[src/rtl/dcp_pkt_fifo_pkg.sv]
// Shared types and constants for the packet-aware store-and-forward FIFO.
// The beat word (last + payload) is declared in the top, where DATA_WIDTH is known.
package dcp_pkt_fifo_pkg;

    typedef enum logic [1:0] {
        IDLE  = 2'd0,
        WRITE = 2'd1,
        DROP  = 2'd2
    } wr_state_e;

    localparam int STATS_W = 32;

    function automatic logic [STATS_W-1:0] sat_inc(input logic [STATS_W-1:0] v);
        return (&v) ? v : v + 1'b1;
    endfunction

endpackage

[src/rtl/dcp_pkt_fifo_mem.sv]
// Simple dual-port storage: synchronous write, registered read.
// The read register doubles as the FIFO output register, so it clears with reset/flush.
module dcp_pkt_fifo_mem #(
    parameter int WIDTH = 65,
    parameter int DEPTH = 64,
    localparam int AW   = $clog2(DEPTH)
) (
    input  logic             i_clk,
    input  logic             i_clr,
    input  logic             i_wr_en,
    input  logic [AW-1:0]    i_wr_addr,
    input  logic [WIDTH-1:0] i_wr_data,
    input  logic             i_rd_en,
    input  logic [AW-1:0]    i_rd_addr,
    output logic [WIDTH-1:0] o_rd_data
);

    logic [WIDTH-1:0] r_mem [DEPTH];
    logic [WIDTH-1:0] r_rd_data;

    always_ff @(posedge i_clk) begin
        if (i_wr_en) begin
            r_mem[i_wr_addr] <= i_wr_data;
        end
    end

    always_ff @(posedge i_clk) begin
        if (i_clr) begin
            r_rd_data <= '0;
        end else if (i_rd_en) begin
            r_rd_data <= r_mem[i_rd_addr];
        end
    end

    assign o_rd_data = r_rd_data;

endmodule

[src/rtl/dcp_pkt_fifo.sv]
// Packet-aware store-and-forward FIFO: packets become readable only once their last beat
// is written; errored/oversize packets are rewound away. Optional counters: DCP_PKT_FIFO_STATS_EN.
module dcp_pkt_fifo
    import dcp_pkt_fifo_pkg::*;
#(
    parameter int DATA_WIDTH   = 64,
    parameter int DEPTH        = 64,
    parameter int AFULL_THRESH = 8,
    parameter int PCNT_W       = 8
) (
    input  logic                      iClk,
    input  logic                      iRst,
    input  logic                      iFlush,
    input  logic                      iInVld,
    output logic                      oInRdy,
    input  logic [DATA_WIDTH-1:0]     iInPld,
    input  logic                      iInLast,
    input  logic                      iInErr,
    output logic                      oOutVld,
    input  logic                      iOutRdy,
    output logic [DATA_WIDTH-1:0]     oOutPld,
    output logic                      oOutLast,
    output logic [$clog2(DEPTH):0]    oUsage,
    output logic                      oAlmostFull,
    output logic                      oDropPulse
`ifdef DCP_PKT_FIFO_STATS_EN
    ,
    output logic [STATS_W-1:0]        oPktCnt,
    output logic [STATS_W-1:0]        oDropCnt
`endif
);

    localparam int PW = $clog2(DEPTH) + 1;
    localparam int AW = PW - 1;
    localparam logic [PW-1:0] DEPTH_P = PW'(DEPTH);
    localparam logic [PW-1:0] AFULL_P = PW'(AFULL_THRESH);

    typedef struct packed {
        logic                  last;
        logic [DATA_WIDTH-1:0] pld;
    } mem_word_t;

    wr_state_e         r_state, w_next_state;
    logic [PW-1:0]     r_wr_ptr, r_rd_ptr, r_cm_ptr;
    logic [PCNT_W-1:0] r_pkt_cnt;
    logic              r_out_vld, r_drop_pulse, r_rdy_en, r_quiet_drop;
    logic              r_last_bits [DEPTH];

    logic [PW-1:0] w_used;
    logic          w_full, w_in_hs_raw, w_in_hs, w_accept, w_commit;
    logic          w_err_drop, w_tail_drop, w_oversize, w_fetch, w_fetch_last;
    mem_word_t     w_wr_word, w_rd_word;

    assign w_used       = r_wr_ptr - r_rd_ptr;
    assign w_full       = (w_used == DEPTH_P);
    assign w_in_hs_raw  = iInVld & oInRdy;
    assign w_in_hs      = w_in_hs_raw & ~iFlush;
    assign w_accept     = w_in_hs & (r_state != DROP);
    assign w_commit     = w_accept & iInLast & ~iInErr;
    assign w_err_drop   = w_accept & iInLast & iInErr;
    // A tail eaten because of a flush is not a discarded packet worth reporting.
    assign w_tail_drop  = w_in_hs & (r_state == DROP) & iInLast & ~r_quiet_drop;
    assign w_oversize   = (r_state == WRITE) & w_full & (r_cm_ptr == r_rd_ptr);
    assign w_fetch      = (r_pkt_cnt != '0) & (~r_out_vld | iOutRdy);
    assign w_fetch_last = w_fetch & r_last_bits[r_rd_ptr[AW-1:0]];

    // Write FSM: state register
    always_ff @(posedge iClk) begin
        if (iRst) begin
            r_state <= IDLE;
        end else begin
            r_state <= w_next_state;
        end
    end

    // Write FSM: next state
    always_comb begin
        w_next_state = r_state;
        if (iFlush) begin
            w_next_state = ((r_state != IDLE) || (w_in_hs_raw && !iInLast)) ? DROP : IDLE;
        end else begin
            case (r_state)
                IDLE, WRITE: begin
                    if (w_accept) begin
                        w_next_state = iInLast ? IDLE : WRITE;
                    end else if (w_oversize) begin
                        w_next_state = DROP;
                    end
                end
                DROP: begin
                    if (w_in_hs && iInLast) begin
                        w_next_state = IDLE;
                    end
                end
                default: w_next_state = IDLE;
            endcase
        end
    end

    // Write FSM: outputs
    always_comb begin
        oInRdy = r_rdy_en & ((r_state == DROP) | ~w_full);
    end

    always_ff @(posedge iClk) begin
        if (iRst || iFlush) begin
            r_wr_ptr  <= '0;
            r_rd_ptr  <= '0;
            r_cm_ptr  <= '0;
            r_pkt_cnt <= '0;
            r_out_vld <= 1'b0;
        end else begin
            if (w_err_drop || w_oversize) begin
                r_wr_ptr <= r_cm_ptr;
            end else if (w_accept) begin
                r_wr_ptr <= r_wr_ptr + 1'b1;
            end
            if (w_commit) begin
                r_cm_ptr <= r_wr_ptr + 1'b1;
            end
            if (w_fetch) begin
                r_rd_ptr <= r_rd_ptr + 1'b1;
            end
            if (w_commit && !w_fetch_last) begin
                r_pkt_cnt <= r_pkt_cnt + 1'b1;
            end else if (!w_commit && w_fetch_last) begin
                r_pkt_cnt <= r_pkt_cnt - 1'b1;
            end
            if (w_fetch) begin
                r_out_vld <= 1'b1;
            end else if (iOutRdy) begin
                r_out_vld <= 1'b0;
            end
        end
    end

    always_ff @(posedge iClk) begin
        if (iRst) begin
            r_drop_pulse <= 1'b0;
            r_rdy_en     <= 1'b0;
            r_quiet_drop <= 1'b0;
        end else begin
            r_drop_pulse <= w_err_drop | w_tail_drop;
            r_rdy_en     <= 1'b1;
            if (iFlush) begin
                r_quiet_drop <= 1'b1;
            end else if (w_oversize) begin
                r_quiet_drop <= 1'b0;
            end
        end
    end

    // Shadow of the Last bits so the fetch logic knows a packet boundary before the read completes.
    always_ff @(posedge iClk) begin
        if (w_accept) begin
            r_last_bits[r_wr_ptr[AW-1:0]] <= iInLast;
        end
    end

    assign w_wr_word = '{last: iInLast, pld: iInPld};

    dcp_pkt_fifo_mem #(
        .WIDTH (DATA_WIDTH + 1),
        .DEPTH (DEPTH)
    ) u_mem (
        .i_clk     (iClk),
        .i_clr     (iRst | iFlush),
        .i_wr_en   (w_accept),
        .i_wr_addr (r_wr_ptr[AW-1:0]),
        .i_wr_data (w_wr_word),
        .i_rd_en   (w_fetch),
        .i_rd_addr (r_rd_ptr[AW-1:0]),
        .o_rd_data (w_rd_word)
    );

    assign oOutVld     = r_out_vld;
    assign oOutPld     = w_rd_word.pld;
    assign oOutLast    = w_rd_word.last;
    assign oUsage      = w_used + PW'(r_out_vld);
    assign oAlmostFull = (DEPTH_P - w_used) < AFULL_P;
    assign oDropPulse  = r_drop_pulse;

`ifdef DCP_PKT_FIFO_STATS_EN
    logic [STATS_W-1:0] r_pkt_total, r_drop_total;

    always_ff @(posedge iClk) begin
        if (iRst) begin
            r_pkt_total  <= '0;
            r_drop_total <= '0;
        end else begin
            if (w_commit) begin
                r_pkt_total <= sat_inc(r_pkt_total);
            end
            if (w_err_drop || w_tail_drop) begin
                r_drop_total <= sat_inc(r_drop_total);
            end
        end
    end

    assign oPktCnt  = r_pkt_total;
    assign oDropCnt = r_drop_total;
`endif

endmodule

[config.mk]
export PLATFORM = sky130hd
export DESIGN_NAME = dcp_pkt_fifo
export DESIGN_NICKNAME = d
export VERILOG_FILES = /design/src/rtl/dcp_pkt_fifo_pkg.sv /design/src/rtl/dcp_pkt_fifo_mem.sv /design/src/rtl/dcp_pkt_fifo.sv
export SDC_FILE = /design/constraint.sdc
export NUM_CORES = 2
export LEC_CHECK = 0
export ABC_AREA = 0
export CAP_MARGIN = 20
export CORE_ASPECT_RATIO = 0.8
export CORE_UTILIZATION = 40
export DETAILED_ROUTE_END_ITERATION = 6
export PLACE_DENSITY = 0.52
export REMOVE_ABC_BUFFERS = 1
export SETUP_SLACK_MARGIN = 0.5
export SYNTH_ARGS = -nofsm -noshare
export SYNTH_HDL_FRONTEND = slang
export SYNTH_MEMORY_MAX_BITS = 65536
export SYNTH_SLANG_ARGS = --single-unit
[constraint.sdc]
create_clock -name iClk -period 8.8 [get_ports iClk]
set_input_delay 1.76 -clock iClk [delete_from_list [all_inputs] [get_ports iClk]]
set_output_delay 1.76 -clock iClk [all_outputs]
set_load 0.05 [all_outputs]
==> flow_summary_export.csv <==
group,metric,value,unit
die,io-pin-count,147,
timing,tightestPinTransition,1409,ps
logic_synthesis,share_of_flip_flops_with_an_asynchronous_set_or_reset_after_synthesis,0,%
die,floorplan.die.width,716.2,um
finish,final-instance-count-excl-fill,13220,
place,preCtsSetupSlack,2791,ps
grt,antenna_found_initial,33,
setup_path,crit_required,7040,ps
clock_network,cts-hold-fix-buffers,0,
finish,design.final.nets,7559,
clock_network,clock_tree_from_tritoncts,"built",
power,power.density_cell_area,243.3,nW/um2
timing,fin_crit,7002,ps
setup_path,r2r_setup_slack,2750,ps
grt,grt_overflow_total,0,
setup_path,cp.arrival,5240,ps
grt,number_of_global_route_vias_before_repair,79050,
grt,grt_use_total,23.40,%
clock_network,clock_latency,1000,ps
clock_network,post_cts_repair_setup_buffers,0,
worst_hold_path,min-delay-path-class,"reg2reg",
power,total_power,45350,uW
route,totalWireLength,487600,um
route,drt_first_pass_iters,6,
timing,skew,55.80,ps
finish,layout-drive-gt1-share,29.10,%
route,route.detailed.wl_per_inst,36.88,um
die,core_region_area,405600,um2
setup_path,worst-r2r-cell-count,10,
route,vias,79920,
die,die_outline_area,410700,um2
job,maxCapViolCount,0,
logic_synthesis,synth_ff_type,"edfxtp_1",
grt,largest_net_degree_at_the_start_of_global_routing,113,
power,leakage,0.05672,uW
setup_path,critical_path.startpoint,"r_rd_ptr[4]",
setup_path,critical_path.max_stage_delay,950,ps
setup_path,worst_r2r_endpoint,"u_mem.r_mem[60][16]",
route,drt_first_iter_violations,11110,
logic_synthesis,yosysUniqueCellTypes,73,
logic_synthesis,syn-mean-instance-area,23.40,um2
clock_network,cts_made_buffers,416,
clock_network,cts.root.buffer_cell,"clkbuf_16",
die,die_height,573.4,um
timing,max_freq,142.8,MHz
setup_path,critical_path.endpoint,"oAlmostFull",
setup_path,r2r_start,"r_rd_ptr[4]",
worst_hold_path,min_path_cells,2,
worst_hold_path,worst_hold_startpoint,"u_mem.o_rd_data[58]",
setup_path,crit_path_top_delay_cell,"clkdlybuf4s50_1",
timing,layout_worst_path_cycle_share,79.56,%
finish,post-route-cell-area,186400,um2
setup_path,critical_path_peak_fanout,32,
route,antenna_violating_nets_post_route,0,
logic_synthesis,post_synth_instance_area,163200,um2
route,avgViaCountPerCell,6.044,
timing,hold_viol,0,
place,globalplace.congestion,0.8254,
timing,maxSlewViolCount,0,
place,placed_cell_area,172300,um2
setup_path,worst_setup_path_start_kind,"register",
finish,fill_cells,33290,
setup_path,critical_path_cell_by_cell,"inv_8, ha_1, inv_1, a2111oi_0, a211o_1, nand2_1, o21ai_0, clkdlybuf4s50_1",
clock_network,cts_resized,0,
finish,relative_area_change_from_synthesis_to_final_layout,14.21,%
clock_network,cts.sinks,4266,
grt,grt_first_pass_wirelength,667700,um
status,result_of_the_run,"finished, final reports clean",
die,rows,209,
place,dp.cells,12400,
setup_path,crit_path_end_kind,"output pin",
logic_synthesis,synth_seq_area_share,77.83,%
logic_synthesis,netlist_instances,6976,
route,post-route-drc-count,0,
clock_network,clock_tree.htree_level_count,5,
power,vdd_drop_max,0.5626,mV
setup_path,critical_path_class,"reg2out",
place,dp_hpwl,270200,um
timing,setup_tns,0,ps
timing,setup_viol,0,
timing,setup_ws,1798,ps
clock_network,cts_max_path_buffers,4,
logic_synthesis,number_of_flops_mapped_to_enable_cells_by_yosys,4160,
logic_synthesis,synth_seq_cells,4266,
timing,slew_headroom,6.049,%
logic_synthesis,yosys_warnings,0,
place,port-buffer-count,146,
clock_network,cts.clk_slew.worst_paths,60,ps
die,initial_core_util,40.25,%
timing,grt_setup_unrepaired,"no",
==> synthesized netlist by cell type (5+ instances only) <==
cell	count	share of area, %
buf_1	31	0.071
dfxtp_1	106	1.3
edfxtp_1	4160	77
a311oi_1	22	0.12
mux2i_1	119	0.73
nor2_1	172	0.40
nor3_1	35	0.11
nand3b_1	5	0.023
o21ai_1	14	0.043
o2111ai_1	6	0.032
nand2_1	247	0.57
mux4_2	1224	17
xnor2_1	17	0.091
inv_1	9	0.021
a41oi_1	5	0.027
nor4_1	7	0.027
and3_1	16	0.061
nand3_1	50	0.15
ha_1	18	0.14
buf_4	56	0.26
o31ai_1	16	0.074
clkbuf_1	101	0.23
buf_6	22	0.15
o21ai_0	27	0.083
o22ai_1	92	0.35
a31oi_1	18	0.069
and2_1	9	0.034
a2111oi_0	9	0.048
a22oi_1	20	0.092
a211oi_1	19	0.087
xor2_1	21	0.11
a21oi_1	61	0.19
nand4_1	5	0.019
a32oi_1	5	0.027
or3_1	7	0.027
buf_2	162	0.50
==> layout by cell type, fill, tap and decap left out, drive strengths merged, types with 22 or more instances in the layout <==
cell,Yosys,final
mux4,1224,1224
edfxtp,4160,4160
o21ai,41,41
o22ai,92,92
bufinv,0,39
nor3,35,35
a21oi,61,61
clkbuf,101,542
clkinv,2,170
inv,11,32
nor2,173,173
clkdlybuf4s50,0,81
nand3,51,51
buf,271,365
nand2,248,248
a311oi,22,22
dfxtp,106,106
mux2i,119,119
==> critical path: cells and delay by family, from the launching register on <==
family	cells	cell delay, ps
compound gates	3	1510
buf+inv	3	1350
simple gates	1	80
fa+ha+maj	1	480
flops	1	780
==> kinds of logic (layout without fill, tap and decap cells) <==
family                   after synthesis  in the layout  synth area share, %
flip-flops                          4266           4266                77.83
buffers and inverters                385           1241                1.239
AO/OA/AOI/OAI                        342            342                1.399
AND/OR/NAND/NOR                      581            581                1.547
adder cells (fa/ha/maj)               20             20               0.1625
multiplexers                        1344           1344                17.62
other                                  0             10                    0
XOR/XNOR                              38             38               0.2039
==> final cells by class <==
type                       count  area (um2)  share of cell area, %
tap                         5380        6731                  3.611
multi-input combinational   2325       34700                  18.61
sequential                  4266      127100                  68.15
timing repair buffer         446        4323                  2.319
clock inverter               240        2464                  1.321
inverter                      13       71.32                0.03825
antenna                       10       25.02                0.01342
clock buffer                 542       11060                  5.931
==> state kept, by name, summed over array words and instances (netlist names), named ones only <==
| name | cells |
|---|---|
| r_last_bits | 1 |
| u_mem.o_rd_data | 65 |
| r_cm_ptr | 7 |
| r_quiet_drop | 1 |
| r_rd_ptr | 7 |
| oOutVld | 1 |
| r_rdy_en | 1 |
| u_mem.r_mem | 4159 |
| r_wr_ptr | 7 |
| oDropPulse | 1 |
| r_pkt_cnt | 8 |
| r_state | 2 |
==> worst min-delay path by stage <==
stage,to,slack (ps)
floorplan,r_quiet_drop,450
global placement,u_mem.o_rd_data[44],450
detailed placement,u_mem.o_rd_data[58],450
CTS,u_mem.o_rd_data[58],470
global route,u_mem.o_rd_data[44],510
finish,u_mem.o_rd_data[58],460
==> power by group <==
group          switching (uW)  internal, uW
clock network            7850         10100
registers                 241         22400
logic                    3110          1660
total                   11200         34100
==> through the flow <==
step	hold slack (ps)	utilization [%]
2_1_floorplan	445.5	-
5_1_grt	506.6	45.96
6_report	463.9	45.97
3_3_place_gp	451.1	42.43
3_5_place_dp	452.9	42.49
4_1_cts	466.6	45.82
==> per-layer routing <==
metal | vias to the layer above | GRT usage, % | part of all wire [%]
met5 | - | 0 | 0
met4 | 0 | 4.146 | 1.8
met3 | 528 | 4.319 | 8.5
met2 | 3888 | 34.69 | 45
met1 | 44540 | 36.60 | 45
li1 | 30970 | - | -
Power figures use the tool's default switching activity.
